<file path="src/rtl/instr_op_pkg.sv">
// Shared op encodings and stage types for the branch execution unit.
// The beu_op_e values are the select_i encodings driven by the decoder.
package instr_op;

  localparam int SEL_W = 3;

  typedef enum logic [SEL_W-1:0] {
    BEU_JAL  = 3'd0,
    BEU_JALR = 3'd1,
    BEU_BEQ  = 3'd2,
    BEU_BNE  = 3'd3,
    BEU_BLT  = 3'd4,
    BEU_BGE  = 3'd5,
    BEU_BLTU = 3'd6,
    BEU_BGEU = 3'd7
  } beu_op_e;

  // Control half of the first pipeline stage; the XLEN-wide sums live
  // next to it in the top module because a package cannot be parametrised.
  typedef struct packed {
    logic    valid;
    beu_op_e op;
    logic    eq;
    logic    lt;
    logic    ltu;
    logic    pred_taken;
  } beu_s1_ctrl_t;

  function automatic logic is_jump(input beu_op_e op);
    return (op == BEU_JAL) || (op == BEU_JALR);
  endfunction

  function automatic logic resolve_taken(input beu_op_e op, input logic eq,
                                         input logic lt, input logic ltu);
    logic taken;
    taken = 1'b0;
    case (op)
      BEU_JAL:  taken = 1'b1;
      BEU_JALR: taken = 1'b1;
      BEU_BEQ:  taken = eq;
      BEU_BNE:  taken = !eq;
      BEU_BLT:  taken = lt;
      BEU_BGE:  taken = !lt;
      BEU_BLTU: taken = ltu;
      BEU_BGEU: taken = !ltu;
      default:  taken = 1'b0;
    endcase
    return taken;
  endfunction

endpackage

</file>
<file path="src/rtl/beu_cmp.sv">
// Combinational operand comparator: equality, signed and unsigned less-than.
module beu_cmp #(
  parameter int XLEN = 64
) (
  input  logic [XLEN-1:0] op1,
  input  logic [XLEN-1:0] op2,
  output logic            eq,
  output logic            lt,
  output logic            ltu
);

  // All three flags come straight from the operands with no state.
  always_comb begin
    eq  = (op1 == op2);
    lt  = ($signed(op1) < $signed(op2));
    ltu = (op1 < op2);
  end

endmodule

</file>
<file path="src/rtl/branch_exec_unit.sv">
// Two-stage branch/jump execution unit with valid/ready on both sides.
// Stage 1 captures compare flags and the candidate sums; stage 2 holds the
// resolved result until the consumer takes it.
// Optional feature: define BEU_RVC_EN to add is_rvc_i (compressed
// instructions use pc+2 for link/fall-through, misalignment is never flagged).
module branch_exec_unit
  import instr_op::*;
#(
  parameter int XLEN  = 64,
  parameter int IMM_W = 21
) (
  input  logic             clk,
  input  logic             rst,
  input  logic             valid_i,
  output logic             ready_o,
  input  logic [SEL_W-1:0] select_i,
  input  logic [XLEN-1:0]  op1_i,
  input  logic [XLEN-1:0]  op2_i,
  input  logic [XLEN-1:0]  pc_i,
  input  logic [IMM_W-1:0] imm_i,
  input  logic             pred_taken_i,
  input  logic [XLEN-1:0]  pred_target_i,
`ifdef BEU_RVC_EN
  input  logic             is_rvc_i,
`endif
  input  logic             flush_i,
  output logic             valid_o,
  input  logic             ready_i,
  output logic             taken_o,
  output logic [XLEN-1:0]  target_o,
  output logic [XLEN-1:0]  redirect_pc_o,
  output logic [XLEN-1:0]  link_o,
  output logic             link_we_o,
  output logic             mispredict_o,
  output logic             misalign_o
);

  logic            cmp_eq;
  logic            cmp_lt;
  logic            cmp_ltu;
  logic [XLEN-1:0] imm_sext;
  logic [XLEN-1:0] fall_inc;

  beu_s1_ctrl_t    s1_ctrl;
  logic [XLEN-1:0] s1_pc_imm;
  logic [XLEN-1:0] s1_op1_imm;
  logic [XLEN-1:0] s1_fall;
  logic [XLEN-1:0] s1_pred_target;

  logic            s2_valid;
  logic            s2_taken;
  logic [XLEN-1:0] s2_target;
  logic [XLEN-1:0] s2_redirect;
  logic [XLEN-1:0] s2_link;
  logic            s2_link_we;
  logic            s2_mispredict;
  logic            s2_misalign;

  logic            s2_advance;
  logic            accept;

  logic            res_taken;
  logic            res_jump;
  logic [XLEN-1:0] res_target;
  logic [XLEN-1:0] res_redirect;
  logic [XLEN-1:0] res_link;
  logic            res_link_we;
  logic            res_mispredict;
  logic            res_misalign;

  beu_cmp #(.XLEN(XLEN)) u_cmp (
    .op1 (op1_i),
    .op2 (op2_i),
    .eq  (cmp_eq),
    .lt  (cmp_lt),
    .ltu (cmp_ltu)
  );

  assign imm_sext = {{(XLEN-IMM_W){imm_i[IMM_W-1]}}, imm_i};

`ifdef BEU_RVC_EN
  assign fall_inc = is_rvc_i ? XLEN'(2) : XLEN'(4);
`else
  assign fall_inc = XLEN'(4);
`endif

  // Stage 1 moves whenever stage 2 is empty or draining, so a full
  // pipeline with ready_i high still takes one request per cycle.
  always_comb begin
    s2_advance = !s2_valid || ready_i;
    ready_o    = !s1_ctrl.valid || s2_advance;
    accept     = valid_i && ready_o;
  end

  // Stage 1 register: flags and all candidate addresses for the request.
  always_ff @(posedge clk) begin
    if (rst) begin
      s1_ctrl        <= '0;
      s1_pc_imm      <= '0;
      s1_op1_imm     <= '0;
      s1_fall        <= '0;
      s1_pred_target <= '0;
    end else begin
      if (flush_i) begin
        s1_ctrl.valid <= 1'b0;
      end else if (ready_o) begin
        s1_ctrl.valid <= valid_i;
      end
      if (accept) begin
        s1_ctrl.op         <= beu_op_e'(select_i);
        s1_ctrl.eq         <= cmp_eq;
        s1_ctrl.lt         <= cmp_lt;
        s1_ctrl.ltu        <= cmp_ltu;
        s1_ctrl.pred_taken <= pred_taken_i;
        s1_pc_imm          <= pc_i + imm_sext;
        s1_op1_imm         <= op1_i + imm_sext;
        s1_fall            <= pc_i + fall_inc;
        s1_pred_target     <= pred_target_i;
      end
    end
  end

  // Resolve direction, target, link and prediction check from stage 1.
  always_comb begin
    res_taken      = 1'b0;
    res_jump       = 1'b0;
    res_target     = '0;
    res_redirect   = '0;
    res_link       = '0;
    res_link_we    = 1'b0;
    res_mispredict = 1'b0;
    res_misalign   = 1'b0;

    res_taken    = resolve_taken(s1_ctrl.op, s1_ctrl.eq, s1_ctrl.lt, s1_ctrl.ltu);
    res_jump     = is_jump(s1_ctrl.op);
    res_target   = (s1_ctrl.op == BEU_JALR) ? (s1_op1_imm & ~XLEN'(1)) : s1_pc_imm;
    res_redirect = res_taken ? res_target : s1_fall;
    res_link     = res_jump ? s1_fall : '0;
    res_link_we  = res_jump;
`ifdef BEU_RVC_EN
    res_misalign = 1'b0;
`else
    res_misalign = res_taken && res_target[1];
`endif
    res_mispredict = (res_taken != s1_ctrl.pred_taken) ||
                     (res_taken && (res_target != s1_pred_target));
    if (res_misalign) begin
      res_mispredict = 1'b0;
      res_link_we    = 1'b0;
    end
  end

  // Stage 2 register: holds the resolved result steady while stalled.
  always_ff @(posedge clk) begin
    if (rst) begin
      s2_valid      <= 1'b0;
      s2_taken      <= 1'b0;
      s2_target     <= '0;
      s2_redirect   <= '0;
      s2_link       <= '0;
      s2_link_we    <= 1'b0;
      s2_mispredict <= 1'b0;
      s2_misalign   <= 1'b0;
    end else begin
      if (flush_i) begin
        s2_valid <= 1'b0;
      end else if (s2_advance) begin
        s2_valid <= s1_ctrl.valid;
      end
      if (s2_advance && s1_ctrl.valid) begin
        s2_taken      <= res_taken;
        s2_target     <= res_target;
        s2_redirect   <= res_redirect;
        s2_link       <= res_link;
        s2_link_we    <= res_link_we;
        s2_mispredict <= res_mispredict;
        s2_misalign   <= res_misalign;
      end
    end
  end

  assign valid_o       = s2_valid;
  assign taken_o       = s2_taken;
  assign target_o      = s2_target;
  assign redirect_pc_o = s2_redirect;
  assign link_o        = s2_link;
  assign link_we_o     = s2_link_we;
  assign mispredict_o  = s2_mispredict;
  assign misalign_o    = s2_misalign;

endmodule

</file>
<file path="config.mk">
export PLATFORM = sky130hd
export DESIGN_NAME = branch_exec_unit
export DESIGN_NICKNAME = d
export VERILOG_FILES = /design/src/rtl/instr_op_pkg.sv /design/src/rtl/beu_cmp.sv /design/src/rtl/branch_exec_unit.sv
export SDC_FILE = /design/constraint.sdc
export NUM_CORES = 1
export LEC_CHECK = 0
export CORE_ASPECT_RATIO = 0.6
export CORE_MARGIN = 2
export CORE_UTILIZATION = 30
export CTS_CLUSTER_SIZE = 12
export DETAILED_ROUTE_END_ITERATION = 16
export PLACE_DENSITY = 0.48
export SETUP_SLACK_MARGIN = 0.5
export SLEW_MARGIN = 10
export SYNTH_ARGS = -nofsm -noshare
export SYNTH_HDL_FRONTEND = slang
export SYNTH_SLANG_ARGS = --single-unit
</file>
<file path="constraint.sdc">
create_clock -name clk -period 10.9 [get_ports clk]
set_clock_uncertainty 0.1 [all_clocks]
set_input_delay 2.18 -clock clk [delete_from_list [all_inputs] [get_ports clk]]
set_output_delay 2.18 -clock clk [all_outputs]
set_load 0.01 [all_outputs]
</file>
# Word level (Yosys, flattened, before mapping)

Index checks and enable logic that the tools add are counted.

Add/sub/neg operators: 3
Order comparisons: 2
Equality and inequality tests: 10
Muxes and demuxes: 6
Reductions and logical operators: 16

Operator list:

| cell                    | count |
|---|---|
| $mux W64                | 3 |
| $add A64 B64 Y64        | 2 |
| $lt A64 B64 Y1          | 2 |
| $add A64 B3 Y64 const B | 1 |
| $eq A64 B64 Y1          | 1 |
| $ne A64 B64 Y1          | 1 |
| $eq A3 B3 Y1 const B    | 4 |
| $pmux W1 S7             | 1 |
| $eq A3 B2 Y1 const B    | 2 |
| $logic_not A1 Y1        | 5 |
| $logic_and A1 B1 Y1     | 4 |
| $logic_or A1 B1 Y1      | 4 |
| $reduce_or A2 Y1        | 2 |
| $eq A3 B1 Y1 const B    | 1 |
| $logic_not A3 Y1        | 1 |
| $mux W1                 | 2 |
| $ne A1 B1 Y1            | 1 |

Register bits: 461
Input bits: 286
Output and inout port bits: 198
Word-level logic and storage cells: 55

# Depth between registers and ports, before layout

Word-level depth: 6
Gate-level depth with buffers: 12

# By module

Synthesis repeated with hierarchy kept, for this count alone.

Cells, all modules: 3569
Area total of the unflattened synthesis: 27482.6 µm²

By module, submodules not included:

| module           | instances | cells an instance | area an instance (µm²) | sequential area each (µm²) |
|---|---|---|---|---|
| branch_exec_unit | 1         | 3337              | 25836.0                | 9208.8 |
| beu_cmp          | 1         | 232               | 1646.6                 | 0.0 |

# Least setup slack after synthesis

Ideal clock, no wire load.

Path kind: input-to-reg
Start point: input port pc_i[0]
End point: register s1_pc_imm[56]
Arrival time: 4891 ps
Data required time: 10721 ps
Path slack: 5830 ps
Stages: 12
Path buffers: 0
Cell sequence: ha_1 -> fa_1 -> a21o_1 -> a221o_1 -> a21oi_1 -> a22oi_1 -> a2111oi_0 -> a21o_1 -> o31a_1 -> a21oi_1 -> or4_1 -> o211ai_1

Cells in the longest elaborated chain, start to end: 1

RTL lines:

| element                | RTL line                | source |
|---|---|---|
| start: declaration     | branch_exec_unit.sv:19  | `input logic [XLEN-1:0] pc_i,` |
| $add A64 B64 Y64       | branch_exec_unit.sv:115 | `s1_pc_imm <= pc_i + imm_sext;` |
| end signal: assignment | branch_exec_unit.sv:115 |  |
| end: declaration       | branch_exec_unit.sv:45  | `logic [XLEN-1:0] s1_pc_imm;` |

Every way passes these cells.
A chain may end at the register's enable or synchronous reset.

# Worst setup path in the final report

Start point: input port imm_i[1]
End point: register s1_pc_imm[61]

Cells in the longest elaborated chain, start to end: 1

RTL lines:

| element            | RTL line                | source |
|---|---|---|
| start: declaration | branch_exec_unit.sv:20  | `input logic [IMM_W-1:0] imm_i,` |
| $add A64 B64 Y64   | branch_exec_unit.sv:115 |  |

Every way passes these cells.

==> summary.md <==
| Metric | Value |
|---|---|
| DR DRC count | 0 |
| Setup CP Type | in -> reg |
| Fraction of registers with async set/reset | 0 |
| Netlist cell types | 75 |
| Tmin final | 6.31 ns |
| Gr usage total | 0.228 |
| Post-cts sizing count | 0 |
| Footprint of the multi-input gates | 17000 sq um |
| Hold_ws | 0.349 ns |
| CP max-delay cell | o311ai_0 |
| Flops & latches, synth | 460 |
| Die Y | 238 um |
| Setup repair bufs after CTS | 0 |
| Delay-heaviest family, CP | compound AO/OA/AOI/OAI gates |
| Area added between synthesis and finish | 26.9% |
| Slew @ Worst Pin | 1.13 ns |
| Post-synth EDFFs | 0 |
| CTS H-tree depth | 2 |
| Util after Layout | 0.386 |
| DP HPWL | 84.4 mm |
| Syn Nets | 4024 |
| Initial core utilization | 0.304 |
| Pwr dens | 138 nW/um^2 |
| DR WL/cell | 21.5 um |
| Worst Hold Class | reg -> reg |
| DR vias/cell | 5.16 |
| CTS tree | done |
| Hold buffers post-CTS | 0 |
| Routed Antenna Nets | 0 |
| Ys flop type | dfxtp_1 |
| CP Launch Type | primary input |
| Final setup TNS | 0 ns |
| Die area | 93900 sq um |
| DRT iter0 DRCs | 1897 |
| Core area | 90100 sq um |
| DIE WIDTH | 394 um |
| Setup-failing EPs final | 0 |
| DR vias | 26500 |
| Final WL | 111 mm |
| CP Capture Type | register |
| F_max | 158 MHz |
| Worst-path fanout max | 5 |
| Register Area | 9210 sq um |
| Max incr delay on CP | 0.87 ns |
| Rows | 85 |
| Static Leak | 0.0138 uW |
| CP arrival | 6.73 ns |
| CP Buf/Inv Count | 1 |
| Gpl congestion | 0.908 |
| Slew Limit Fails | 0 |
| # clock sinks | 460 |
| Final #Nets | 4356 |
| Most frequent CP cell | a211oi_1 |
| First-pass GRT wire length | 163 mm |
| Seq/Total Area, Yosys | 0.336 |
| Outcome | completed |
| Hold Vio Cnt, Final | 0 |
| Clock tree buffer depth | 3 |
| VDD IR max | 0.108 mV |
| Io pins | 484 |
| DP Area | 33200 sq um |
| Cts bufs inserted | 49 |
| RSZ-0062 raised after global routing | false |
| Avg Cell Area, Syn | 7.73 sq um |
| Largest net degree at the start of global routing | 207 |
| CTS clk-pin slew, worst paths | 0.06 ns |
| Layout cells sized above 1 | 0.0340 |
| Max Cap Violations | 0 |
| Gate Count Post-Synth | 3546 |
| Overall Power | 4800 uW |
| Fin crit share | 0.579 |
| Most common cell after layout, fill and taps aside | nand2_1 |
| Clk_lat worst skew | 0.62 ns |
| Most frequent cells in the layout | nand2_1, clkdlybuf4s50_1, dfxtp_1 |
| Relative slew margins | 0.228 |
| I/O Buffers | 483 |
| Worst path cell trace | clkdlybuf4s50_1 -> ha_1 -> a211oi_1 -> o21bai_1 -> o2111a_1 -> o311ai_0 -> nand3b_1 -> a31oi_1 -> o32a_1 -> a21oi_1 -> xnor2_1 -> a211oi_1 |
| Fill count | 9475 |
| Pre-antenna DRT Iters | 5 |
| Total grt overflow | 0 |
| Post-route cell area | 34800 sq um |
| WP data required | 11.31 ns |
| Root Buffer | clkbuf_16 |
| Mapped Area | 27400 sq um |
| Initial antenna violation count | 18 |
| Yosys warns | 0 |
| Number of global-route vias before repair | 25000 |
[final timing paths]
path,start,end,slack [ns],depth (start not counted)
worst min-delay path,redirect_pc_o[47],redirect_pc_o[47],0.35,2
worst max-delay path,imm_i[1],s1_pc_imm[61],4.59,12
worst max register to register,s1_ctrl[6],mispredict_o,5.99,10
worst min register to register,redirect_pc_o[47],redirect_pc_o[47],0.35,2
[sequential cells by signal (all words and copies together), names as in the netlist]
register / flops
s1_pred_target: 64
target_o: 64
taken_o: 1
s1_ctrl: 8
link_we_o: 1
s1_fall: 64
redirect_pc_o: 64
s1_op1_imm: 63
link_o: 64
valid_o: 1
s1_pc_imm: 64
mispredict_o: 1
misalign_o: 1
[cells by family after synthesis]
| group | Yosys count | share of synthesized area |
|---|---|---|
| mux | 65 | 0.0237 |
| buf+inv | 327 | 0.0449 |
| fa+ha+maj | 192 | 0.0882 |
| simple gates | 1221 | 0.193 |
| compound gates | 1050 | 0.240 |
| flops | 460 | 0.336 |
| xor+xnor | 231 | 0.0738 |
[final cells by class]
class / count / share of cell area
Clock inverter: 15 / 0.00514
Clock buffer: 66 / 0.0400
Tap cell: 1218 / 0.0438
Sequential cell: 460 / 0.265
Inverter: 99 / 0.0107
Timing Repair Buffer: 509 / 0.145
Antenna cell: 8 / 0.000575
Multi-Input combinational cell: 2759 / 0.490
[metrics by stage]
stage,std cells,setup slack (ns)
6_report,5134,4.59
5_1_grt,5133,4.44
4_1_cts,5126,4.77
3_5_place_dp,5045,4.14
3_3_place_gp,5045,4.21
2_1_floorplan,3546,5.83
[metal layers]
metal,track usage,share of wire
met2,0.358,0.45
met1,0.321,0.48
met3,0.0432,0.053
met4,0.0511,0.017
met5,0,0.00091
[power by group]
part           total, uW  internal [uW]  switching, uW
registers           1860           1790           71.7
clock network       1720            963            759
logic               1210            480            735
[worst reg2reg max path: cells and delay by family, from the launching register on]
family / cells / cell delay, ns
buffers and inverters: 1 / 0.50
AOI/OAI and AO/OA: 1 / 0.08
xor gates and xnor gates: 1 / 0.50
DFF: 1 / 0.38
and+or+nand+nor: 6 / 2.22
muxes: 1 / 0.99
[cells in the mapped netlist (29+ instances only)]
| master | n | area [sq um] |
|---|---|---|
| o21bai_1 | 31 | 233 |
| o21ai_0 | 119 | 596 |
| xor2_1 | 123 | 1080 |
| nand2_1 | 648 | 2430 |
| a211oi_1 | 128 | 961 |
| o211ai_1 | 73 | 548 |
| clkbuf_1 | 220 | 826 |
| nor2_1 | 226 | 848 |
| ha_1 | 190 | 2380 |
| inv_1 | 99 | 372 |
| a21o_1 | 109 | 818 |
| xnor2_1 | 108 | 946 |
| nand4_1 | 80 | 500 |
| nand3_1 | 127 | 636 |
| a21oi_1 | 456 | 2280 |
| dfxtp_1 | 460 | 9210 |
| mux2i_1 | 65 | 651 |
| nor3_1 | 29 | 145 |
No activity file was read; power rests on OpenSTA's default activity.
